--- config.mk ---
export PLATFORM = sky130hd
export DESIGN_NAME = mul_div_unit
export DESIGN_NICKNAME = d
export VERILOG_FILES = /design/src/rtl/cpu_types_pkg.sv /design/src/rtl/mdu_shift_core.sv /design/src/rtl/mul_div_unit.sv
export SDC_FILE = /design/constraint.sdc
export NUM_CORES = 1
export LEC_CHECK = 0
export ABC_AREA = 1
export CAP_MARGIN = 40
export CORE_UTILIZATION = 30
export CTS_BUF_LIST = sky130_fd_sc_hd__clkbuf_2 sky130_fd_sc_hd__clkbuf_4 sky130_fd_sc_hd__clkbuf_8
export CTS_CLUSTER_DIAMETER = 200
export CTS_CLUSTER_SIZE = 12
export DETAILED_ROUTE_END_ITERATION = 16
export HOLD_SLACK_MARGIN = 0.12
export REMOVE_ABC_BUFFERS = 1
export SYNTH_ARGS = -nofsm -noshare
export SYNTH_HDL_FRONTEND = slang
export SYNTH_SLANG_ARGS = --single-unit
--- constraint.sdc ---
create_clock -name CLK -period 2.8 [get_ports CLK]
set_input_delay 0.7 -clock CLK [delete_from_list [all_inputs] [get_ports CLK]]
set_output_delay 0.7 -clock CLK [all_outputs]
set_load 0.01 [all_outputs]
--- src/rtl/cpu_types_pkg.sv ---
// Shared CPU types: multiply/divide opcode encoding and default datapath width.
package cpu_types_pkg;

  localparam int MDU_WIDTH_DEFAULT = 32;

  typedef enum logic [1:0] {
    MDU_MULT  = 2'd0,
    MDU_MULTU = 2'd1,
    MDU_DIV   = 2'd2,
    MDU_DIVU  = 2'd3
  } mdu_op_t;

  function automatic logic op_is_div(input mdu_op_t o);
    return (o == MDU_DIV) || (o == MDU_DIVU);
  endfunction

  function automatic logic op_is_signed(input mdu_op_t o);
    return (o == MDU_MULT) || (o == MDU_DIV);
  endfunction

endpackage

--- src/rtl/mdu_shift_core.sv ---
// Radix-2 datapath: one shift-add (multiply) or restoring shift-subtract
// (divide) step per cycle on a 2*WIDTH accumulator, plus the step counter.
module mdu_shift_core #(
  parameter int WIDTH = 32
) (
  input  logic               CLK,
  input  logic               nRST,
  input  logic               load,
  input  logic               step,
  input  logic               is_div,
  input  logic [WIDTH-1:0]   a_mag,
  input  logic [WIDTH-1:0]   b_mag,
  output logic [2*WIDTH-1:0] acc,
  output logic               last
);
  localparam int CW = $clog2(WIDTH);
  localparam logic [CW-1:0] CNT_LAST = CW'(WIDTH - 1);

  logic [2*WIDTH-1:0] acc_q, acc_d;
  logic [WIDTH-1:0]   opnd_q, opnd_d;
  logic [WIDTH-1:0]   addend;
  logic               div_q, div_d;
  logic [CW-1:0]      cnt_q, cnt_d;
  logic [WIDTH:0]     mul_sum;
  logic [WIDTH:0]     div_trial;

  assign acc  = acc_q;
  assign last = (cnt_q == CNT_LAST);

  // NOTE: every signal written here gets a default first, so no path leaves it unassigned and no latch is inferred.
  always_comb begin
    acc_d  = acc_q;
    opnd_d = opnd_q;
    div_d  = div_q;
    cnt_d  = cnt_q;

    // Multiply: low half holds the multiplier, its LSB gates the add into the high half.
    addend    = acc_q[0] ? opnd_q : {WIDTH{1'b0}};
    mul_sum   = {1'b0, acc_q[2*WIDTH-1:WIDTH]} + {1'b0, addend};
    // Divide: partial remainder shifted left with the next dividend bit, minus divisor.
    div_trial = acc_q[2*WIDTH-1:WIDTH-1] - {1'b0, opnd_q};

    if (load) begin
      acc_d  = {{WIDTH{1'b0}}, a_mag};
      opnd_d = b_mag;
      div_d  = is_div;
      cnt_d  = '0;
    end else if (step) begin
      cnt_d = last ? '0 : cnt_q + CW'(1);
      if (!div_q) begin
        acc_d = {mul_sum, acc_q[WIDTH-1:1]};
      end else if (!div_trial[WIDTH]) begin
        acc_d = {div_trial[WIDTH-1:0], acc_q[WIDTH-2:0], 1'b1};
      end else begin
        acc_d = {acc_q[2*WIDTH-2:0], 1'b0};
      end
    end
  end

  // NOTE: sequential state uses non-blocking assignments so all registers update together at the edge.
  always_ff @(posedge CLK) begin
    if (!nRST) begin
      acc_q  <= '0;
      opnd_q <= '0;
      div_q  <= 1'b0;
      cnt_q  <= '0;
    end else begin
      acc_q  <= acc_d;
      opnd_q <= opnd_d;
      div_q  <= div_d;
      cnt_q  <= cnt_d;
    end
  end

endmodule

--- src/rtl/mul_div_unit.sv ---
// Iterative multiply/divide unit owning the architectural HI/LO pair:
// FSM, sign handling, result fix-up and direct-write arbitration.
module mul_div_unit
  import cpu_types_pkg::*;
#(
  parameter int WIDTH = MDU_WIDTH_DEFAULT
) (
  input  logic             CLK,
  input  logic             nRST,
  input  logic             start,
  input  mdu_op_t          op,
  input  logic [WIDTH-1:0] port_a,
  input  logic [WIDTH-1:0] port_b,
  input  logic             wr_hi,
  input  logic             wr_lo,
  input  logic [WIDTH-1:0] wdata,
  output logic             busy,
  output logic             done,
  output logic             div_zero,
  output logic [WIDTH-1:0] hi,
  output logic [WIDTH-1:0] lo
);
  localparam logic [1:0] S_IDLE = 2'd0;
  localparam logic [1:0] S_CALC = 2'd1;
  localparam logic [1:0] S_FIX  = 2'd2;
  localparam logic [1:0] S_DONE = 2'd3;

  logic [1:0]         state_q, state_d;
  mdu_op_t            op_q, op_d;
  logic [WIDTH-1:0]   a_raw_q, a_raw_d;
  logic               neg_a_q, neg_a_d;
  logic               neg_b_q, neg_b_d;
  logic               dz_q, dz_d;
  logic [WIDTH-1:0]   hi_q, hi_d;
  logic [WIDTH-1:0]   lo_q, lo_d;

  logic               accept;
  logic               sign_a, sign_b;
  logic [WIDTH-1:0]   a_mag, b_mag;
  logic [2*WIDTH-1:0] core_acc;
  logic               core_last;
  logic [2*WIDTH-1:0] prod_fix;
  logic [WIDTH-1:0]   quot_fix, rem_fix;

  assign busy     = (state_q == S_CALC) || (state_q == S_FIX);
  assign done     = (state_q == S_DONE);
  assign div_zero = dz_q;
  assign hi       = hi_q;
  assign lo       = lo_q;

  assign accept = start && ((state_q == S_IDLE) || (state_q == S_DONE));
  assign sign_a = op_is_signed(op) && port_a[WIDTH-1];
  assign sign_b = op_is_signed(op) && port_b[WIDTH-1];
  assign a_mag  = sign_a ? -port_a : port_a;
  assign b_mag  = sign_b ? -port_b : port_b;

  mdu_shift_core #(.WIDTH(WIDTH)) u_core (
    .CLK    (CLK),
    .nRST   (nRST),
    .load   (accept),
    .step   (state_q == S_CALC),
    .is_div (op_is_div(op)),
    .a_mag  (a_mag),
    .b_mag  (b_mag),
    .acc    (core_acc),
    .last   (core_last)
  );

  // Quotient truncates toward zero; remainder follows the dividend's sign.
  assign prod_fix = (neg_a_q ^ neg_b_q) ? -core_acc : core_acc;
  assign quot_fix = (neg_a_q ^ neg_b_q) ? -core_acc[WIDTH-1:0] : core_acc[WIDTH-1:0];
  assign rem_fix  = neg_a_q ? -core_acc[2*WIDTH-1:WIDTH] : core_acc[2*WIDTH-1:WIDTH];

  always_comb begin
    state_d = state_q;
    op_d    = op_q;
    a_raw_d = a_raw_q;
    neg_a_d = neg_a_q;
    neg_b_d = neg_b_q;
    dz_d    = dz_q;
    hi_d    = hi_q;
    lo_d    = lo_q;

    case (state_q)
      S_IDLE, S_DONE: state_d = accept ? S_CALC : S_IDLE;
      S_CALC:         state_d = core_last ? S_FIX : S_CALC;
      S_FIX:          state_d = S_DONE;
      default:        state_d = S_IDLE;
    endcase

    if (accept) begin
      op_d    = op;
      a_raw_d = port_a;
      neg_a_d = sign_a;
      neg_b_d = sign_b;
      dz_d    = op_is_div(op) && (port_b == '0);
    end

    // The FIX cycle owns HI/LO; direct writes only land when idle and not starting.
    if (state_q == S_FIX) begin
      if (!op_is_div(op_q)) begin
        {hi_d, lo_d} = prod_fix;
      end else if (dz_q) begin
        hi_d = a_raw_q;
        lo_d = '1;
      end else begin
        hi_d = rem_fix;
        lo_d = quot_fix;
      end
    end else if (!busy && !start) begin
      if (wr_hi) hi_d = wdata;
      if (wr_lo) lo_d = wdata;
    end
  end

  always_ff @(posedge CLK) begin
    if (!nRST) begin
      state_q <= S_IDLE;
      op_q    <= MDU_MULT;
      a_raw_q <= '0;
      neg_a_q <= 1'b0;
      neg_b_q <= 1'b0;
      dz_q    <= 1'b0;
      hi_q    <= '0;
      lo_q    <= '0;
    end else begin
      state_q <= state_d;
      op_q    <= op_d;
      a_raw_q <= a_raw_d;
      neg_a_q <= neg_a_d;
      neg_b_q <= neg_b_d;
      dz_q    <= dz_d;
      hi_q    <= hi_d;
      lo_q    <= lo_d;
    end
  end

endmodule

==> results of run 1 <==
logic make-up (layout without fill, tap and decap cells):
group | after synthesis | count (layout) | synth area share [%]
buf+inv | 686 | 961 | 13.5
flops | 204 | 204 | 21.0
simple gates | 1935 | 1935 | 41.6
fa+ha+maj | 75 | 75 | 4.89
xor+xnor | 41 | 41 | 1.84
compound gates | 601 | 601 | 17.1
power groups by stage:
| stage | logic [uW] | clock network, uW | registers (uW) |
|---|---|---|---|
| 4_1_cts | 5050 | 1890 | 3330 |
| 6_report | 5170 | 1880 | 3350 |
| 3_5_place_dp | 5020 | 0 | 3400 |
| 3_3_place_gp | 5020 | 0 | 3400 |
| 5_1_grt | 5620 | 1990 | 3360 |
| 2_1_floorplan | 2830 | 0 | 3380 |
stage by stage:
stage               power [uW]  TNS [ns]  setup slack, ns
finish                   10400         0            0.147
global route             11000         0          0.00273
CTS                      10300         0           0.0607
detailed placement        8420    -0.201          -0.0615
global placement          8420    -0.282          -0.0993
floorplan                 6210   -117.69            -1.74
critical path, stage by stage (launching register included):
cell and delay (ns):
dfxtp_1 0.37, inv_1 0.06, ha_2 0.30, inv_1 0.10
clkdlybuf4s50_1 0.54
flip-flops by register name, summed over array words and instances, names as in the netlist:
| register | flops |
|---|---|
| div_zero | 1 |
| u_core.acc | 64 |
| u_core.opnd_q | 32 |
| state_q | 2 |
| u_core.cnt_q | 5 |
| op_q | 1 |
| neg_a_q | 1 |
| lo | 32 |
| neg_b_q | 1 |
| u_core.div_q | 1 |
| a_raw_q | 32 |
| hi | 32 |
cell usage in the layout (no fill, tap or decap), drive strengths merged, types with 11 or more instances in the layout:
master,synthesis,routed
xnor2,11,11
ha,73,73
inv,548,547
clkbuf,100,21
nor3,50,50
o21ai,230,230
nor2,363,363
o21bai,12,12
o211ai,13,13
nand3,309,309
xor2,30,30
buf,34,219
nand4,46,46
nand2,1137,1137
a31oi,43,43
a211oi,11,11
o22ai,22,22
a21oi,239,239
dfxtp,204,204
clkdlybuf4s50,0,169
path summary, 6_finish.rpt:
path / from / to / slack, ns / cells past startpoint
setup / recovery: state_q[0] / busy / 0.15 / 4
setup reg to reg: u_core.acc[0] / hi[2] / 0.15 / 15
hold reg to reg: u_core.cnt_q[4] / u_core.cnt_q[4] / 0.47 / 2
hold / removal: u_core.cnt_q[4] / u_core.cnt_q[4] / 0.47 / 2
area by class of cell:
class / instances / share of cell area, %
clock buffer: 21 / 1.21
inverter: 552 / 8.68
multi-input combinational: 2652 / 53.7
sequential: 204 / 17.1
tap: 855 / 4.48
timing repair buffer: 388 / 14.9
per-layer routing:
metal  up-vias  global-route usage (%)  part of all wire [%]
met1     11000                    41.3                    48
met2      1060                    39.6                    40
met3       112                    4.79                   9.5
met4         2                    6.78                   2.6
met5         -                       0                 0.012
li1      11900                       -                     -
repair_timing:
action                     4_1_cts  5_1_grt
hold endpoints to repair         0        0
setup endpoints to repair        2       14
resized for setup                2       13
==> flow_summary_export.csv, run 1 <==
group,metric,value,unit
run_status,outcome,"complete, no violations",
critical_path,cp-end-kind,"output port",
logic_synthesis,synth_cell_type_count,61,
finish,ff_latch_area,4090,um^2
sta,whs,0.473,ns
job,maxCapViolations,0,
grt,overflow,0,
finish,drive_above_1_share,8.70,%
power,p_int,5560,uW
logic_synthesis,syn_area,19500,um^2
finish,area_growth,22.6,%
clock_tree,tritoncts,"yes",
power,switching_share,46.5,%
critical_path,critPathKind,"reg -> out",
floorplan,dieArea,66000,um^2
logic_synthesis,synthArstFlopShare,0,%
power,ir_worst_vdd,247,uV
floorplan,io_pins,170,
power,power_density,435,nW/um^2
clock_tree,numCtsBuffers,20,
grt,grt_max_degree,84,
clock_tree,clock_latency,0.62,ns
critical_path,critical_path_required,2.10,ns
finish,multi_input_area,12800,um^2
drt,num_vias,24100,
clock_tree,clk_pin_slew,0.10,ns
drt,dr.pass1.iters,8,
floorplan,core_area,64300,um^2
sta,period_minus_slack,2.65,ns
sta,rsz0062_at_grt,"no",
power,pwr-share-comb,49.7,%
sta,setup_viol,0,
finish,nFillCells,7278,
sta,hold_viol,0,
drt,wl_per_cell,20.0,um
logic_synthesis,ys_seq_area_share,21.0,%
placed_design,gp_congestion,1.02,
floorplan,initial_core_util,30.3,%
logic_synthesis,ys_ff_latch,204,
finish,fin_nets,3996,
logic_synthesis,yosysWarnings,0,
power,clockPowerShare,18.1,%
sta,slew_headroom,42.0,%
logic_synthesis,yosysTopAreaCellShare,21.6,%
finish,finalCoreUtilization,37.1,%
logic_synthesis,syn_inst,3542,
critical_path,crit_fanout,3,
power,p_leak,0.0121,uW
sta,tightest_slew,0.868,ns
sta,fin_crit_sh,94.8,%
power,seqPwrFrac,32.2,%
logic_synthesis,yosysMostFrequentCell,"nand2_1",
grt,grt_pass1_wl,138,mm
logic_synthesis,synthTopCellsByCount,"nand2_1, inv_1, nor2_1",
grt,grt_pass1_vias,21600,
power,power.switching,4830,uW
drt,drtAntennaViolNets,0,
critical_path,arrival,1.95,ns
logic_synthesis,synth_top_area_cell,"nand2_1",
finish,antenna_cells,0,
placed_design,hpwl,76.4,mm
logic_synthesis,synth_top_flop_cell,"dfxtp_1",
sta,fmax,377,MHz
floorplan,die_y,257,um
clock_tree,clockBufferDepth,3,
drt,vias_per_cell,5.15,
clock_tree,cts_setup_buffers,0,
sta,finClkSkew,0.0453,ns
clock_tree,clock-sinks,204,
placed_design,io_buffers,169,
placed_design,placement.cell_area,23600,um^2
drt,drc,0,
finish,finish.instance_area,23900,um^2
logic_synthesis,synth-edff-count,0,
grt,grt_use_total,27.4,%
clock_tree,postCtsHoldBufs,0,
logic_synthesis,synthTopCellsByArea,"nand2_1, dfxtp_1, inv_1, nand3_1, nor2_1",
grt,grt_antenna_before_repair,1,
finish,fin_cells,4672,
critical_path,start_kind,"register",
drt,drtIter0Drc,2628,
logic_synthesis,syn_avg_cell_area,5.50,um^2
sta,drv_slew,0,
placed_design,dp_cells,4651,
min_path,hold_path.class,"reg -> reg",
clock_tree,clockRootBuffer,"clkbuf_8",
floorplan,placementRows,93,
floorplan,fp.dieW,257,um
clock_tree,htreeDepth,1,
drt,wirelength,93.5,mm
No activity file was read; power rests on OpenSTA's default activity.
==> run 2: changes to the inputs <==
- RECOVER_POWER: not set -> 25
==> flow_summary_export.csv, run 2 (synthesis results as in run 1) <==
group,metric,value,unit
critical_path,critPathLaunch,"u_core.acc[0]",
grt,grt_max_degree,84,
critical_path,crit_fanout,7,
sta,whs,0.472,ns
placed_design,hpwl,76.4,mm
critical_path,arrival,3.13,ns
power,pwr-share-comb,49.7,%
critical_path,ff2ff_setup_slack,0.11,ns
power,clockPowerShare,18.1,%
finish,largest_register_ff_count,64,
power,p_leak,0.0121,uW
grt,grt_antenna_before_repair,2,
clock_tree,clockRootBuffer,"clkbuf_8",
clock_tree,clk_pin_slew,0.10,ns
sta,slew_headroom,25.9,%
sta,rsz0062_at_grt,"no",
clock_tree,htreeDepth,1,
drt,drtIter0Drc,2620,
drt,vias_per_cell,5.17,
floorplan,die_y,257,um
power,ir_worst_vdd,247,uV
finish,area_growth,22.4,%
sta,drv_slew,0,
grt,overflow,0,
drt,dr.pass1.iters,10,
finish,layout_common_cells,"nand2_1, inv_1, nor2_1",
critical_path,path_common_cell,"nand2_1",
grt,grt_pass1_vias,21600,
finish,fin_nets,3996,
finish,drive_above_1_share,8.57,%
critical_path,start_kind,"register",
clock_tree,clock_latency,0.62,ns
sta,hold_viol,0,
clock_tree,clock-sinks,204,
clock_tree,tritoncts,"yes",
drt,drc,0,
placed_design,gp_congestion,1.02,
clock_tree,numCtsBuffers,20,
clock_tree,cts_setup_buffers,0,
finish,antenna_cells,0,
critical_path,critical_path_required,3.24,ns
sta,fmax,372,MHz
drt,drtAntennaViolNets,0,
drt,wl_per_cell,20.0,um
critical_path,critPathKind,"reg -> reg",
job,maxCapViolations,0,
placed_design,io_buffers,169,
critical_path,crit_end,"hi[2]",
critical_path,timing.rr.end,"hi[2]",
critical_path,cp-end-kind,"register",
sta,tightest_slew,1.11,ns
sta,fin_ws,0.110,ns
critical_path,crit_chain,"buf_4, inv_2, ha_1, nand2_1, nor2_4, nand2_2, nand2_2, nand3_1, nor2_4, nand2_1, nand2_1, nor2_1, o21ai_0, buf_4, a21oi_1",
finish,nFillCells,7285,
run_status,outcome,"complete, no violations",
floorplan,fp.dieW,257,um
placed_design,pre_cts_slack,-0.0615,ns
clock_tree,clockBufferDepth,3,
critical_path,cpMaxStageDelayCell,"dfxtp_1",
floorplan,core_area,64300,um^2
min_path,hold_path.class,"reg -> reg",
power,p_int,5550,uW
floorplan,placementRows,93,
power,seqPwrFrac,32.2,%
sta,finClkSkew,0.0456,ns
critical_path,max_stage_delay,0.35,ns
critical_path,r2r_start,"u_core.acc[0]",
finish,finish.instance_area,23800,um^2
drt,wirelength,93.5,mm
power,switching_share,46.6,%
floorplan,io_pins,170,
sta,setup_viol,0,
placed_design,placement.cell_area,23600,um^2
power,power_density,436,nW/um^2
grt,grt_use_total,27.4,%
drt,num_vias,24100,
floorplan,initial_core_util,30.3,%
power,p_total,10400,uW
sta,period_minus_slack,2.69,ns
finish,layout_commonest_cell,"nand2_1",
floorplan,dieArea,66000,um^2
power,power.switching,4840,uW
sta,finalSetupTns,0,ns
critical_path,ff2ff_path_depth,15,
grt,grt_pass1_wl,138,mm
sta,fin_crit_sh,96.1,%
[run 2: changes by cell type in the layout (fill, tap and decap cells not counted), sizes merged]
cell	change
clkinvlp	+1
dlygate4sd3	+3
clkdlybuf4s50	-3
clkinv	-1
clkbuf	+4
buf	-4
[run 2: cell type report]
type                            instances  area (um^2)  area share (%)
Clock buffer                           21          289            1.21
Inverter                              552         2070            8.70
Multi-Input combinational cell       2652        12800            53.7
Sequential cell                       204         4090            17.1
Tap cell                              855         1070            4.49
Timing Repair Buffer                  388         3510            14.7
[run 2: repair_timing]
action | in CTS | in global routing
hold buffers | 0 | 0
setup endpoints to repair | 2 | 14
gates resized for setup | 2 | 13
endpoints found under the hold margin | 0 | 0
pin swaps | 0 | 0
[run 2: worst min-delay path by stage]
stage	from	to	slack [ns]	depth (start not counted)
after CTS	a_raw_q[15]	a_raw_q[15]	0.47	2
final	u_core.cnt_q[4]	u_core.cnt_q[4]	0.47	2
after detailed placement	a_raw_q[15]	a_raw_q[15]	0.45	2
after floorplan	a_raw_q[2]	a_raw_q[2]	0.42	2
after global placement	a_raw_q[15]	a_raw_q[15]	0.44	2
after global routing	a_raw_q[15]	a_raw_q[15]	0.48	2
[run 2: power by group through the flow]
stage | registers [uW] | clock network, uW | logic [uW]
finish | 3350 | 1880 | 5160
global route | 3360 | 1990 | 5610
CTS | 3330 | 1890 | 5050
detailed placement | 3400 | 0 | 5020
global placement | 3400 | 0 | 5020
floorplan | 3380 | 0 | 2830
[run 2: worst max-delay path, delay by kind of cell (launching register included)]
| family | cells | cell delay [ns] |
|---|---|---|
| AND/OR/NAND/NOR | 9 | 1.28 |
| buffers and inverters | 3 | 0.40 |
| flip-flops | 1 | 0.35 |
| AO/OA/AOI/OAI | 2 | 0.27 |
| adder cells (fa/ha/maj) | 1 | 0.23 |
[run 2: layer usage]
metal,share of wire [%],vias to the layer above,track usage (%),wire (um)
met5,0.013,-,0,12
met4,2.7,2,6.78,2530
met3,9.5,114,4.79,8890
met2,40,1081,39.6,37500
met1,48,11100,41.3,44500
li1,-,11900,-,-
[run 2: metrics by stage]
| step | util [%] | std cells |
|---|---|---|
| final | 37.1 | 4672 |
| after global routing | 37.1 | 4672 |
| after CTS | 37.1 | 4672 |
| after detailed placement | 36.6 | 4651 |
| after global placement | 36.6 | 4650 |
| after floorplan | - | 3408 |
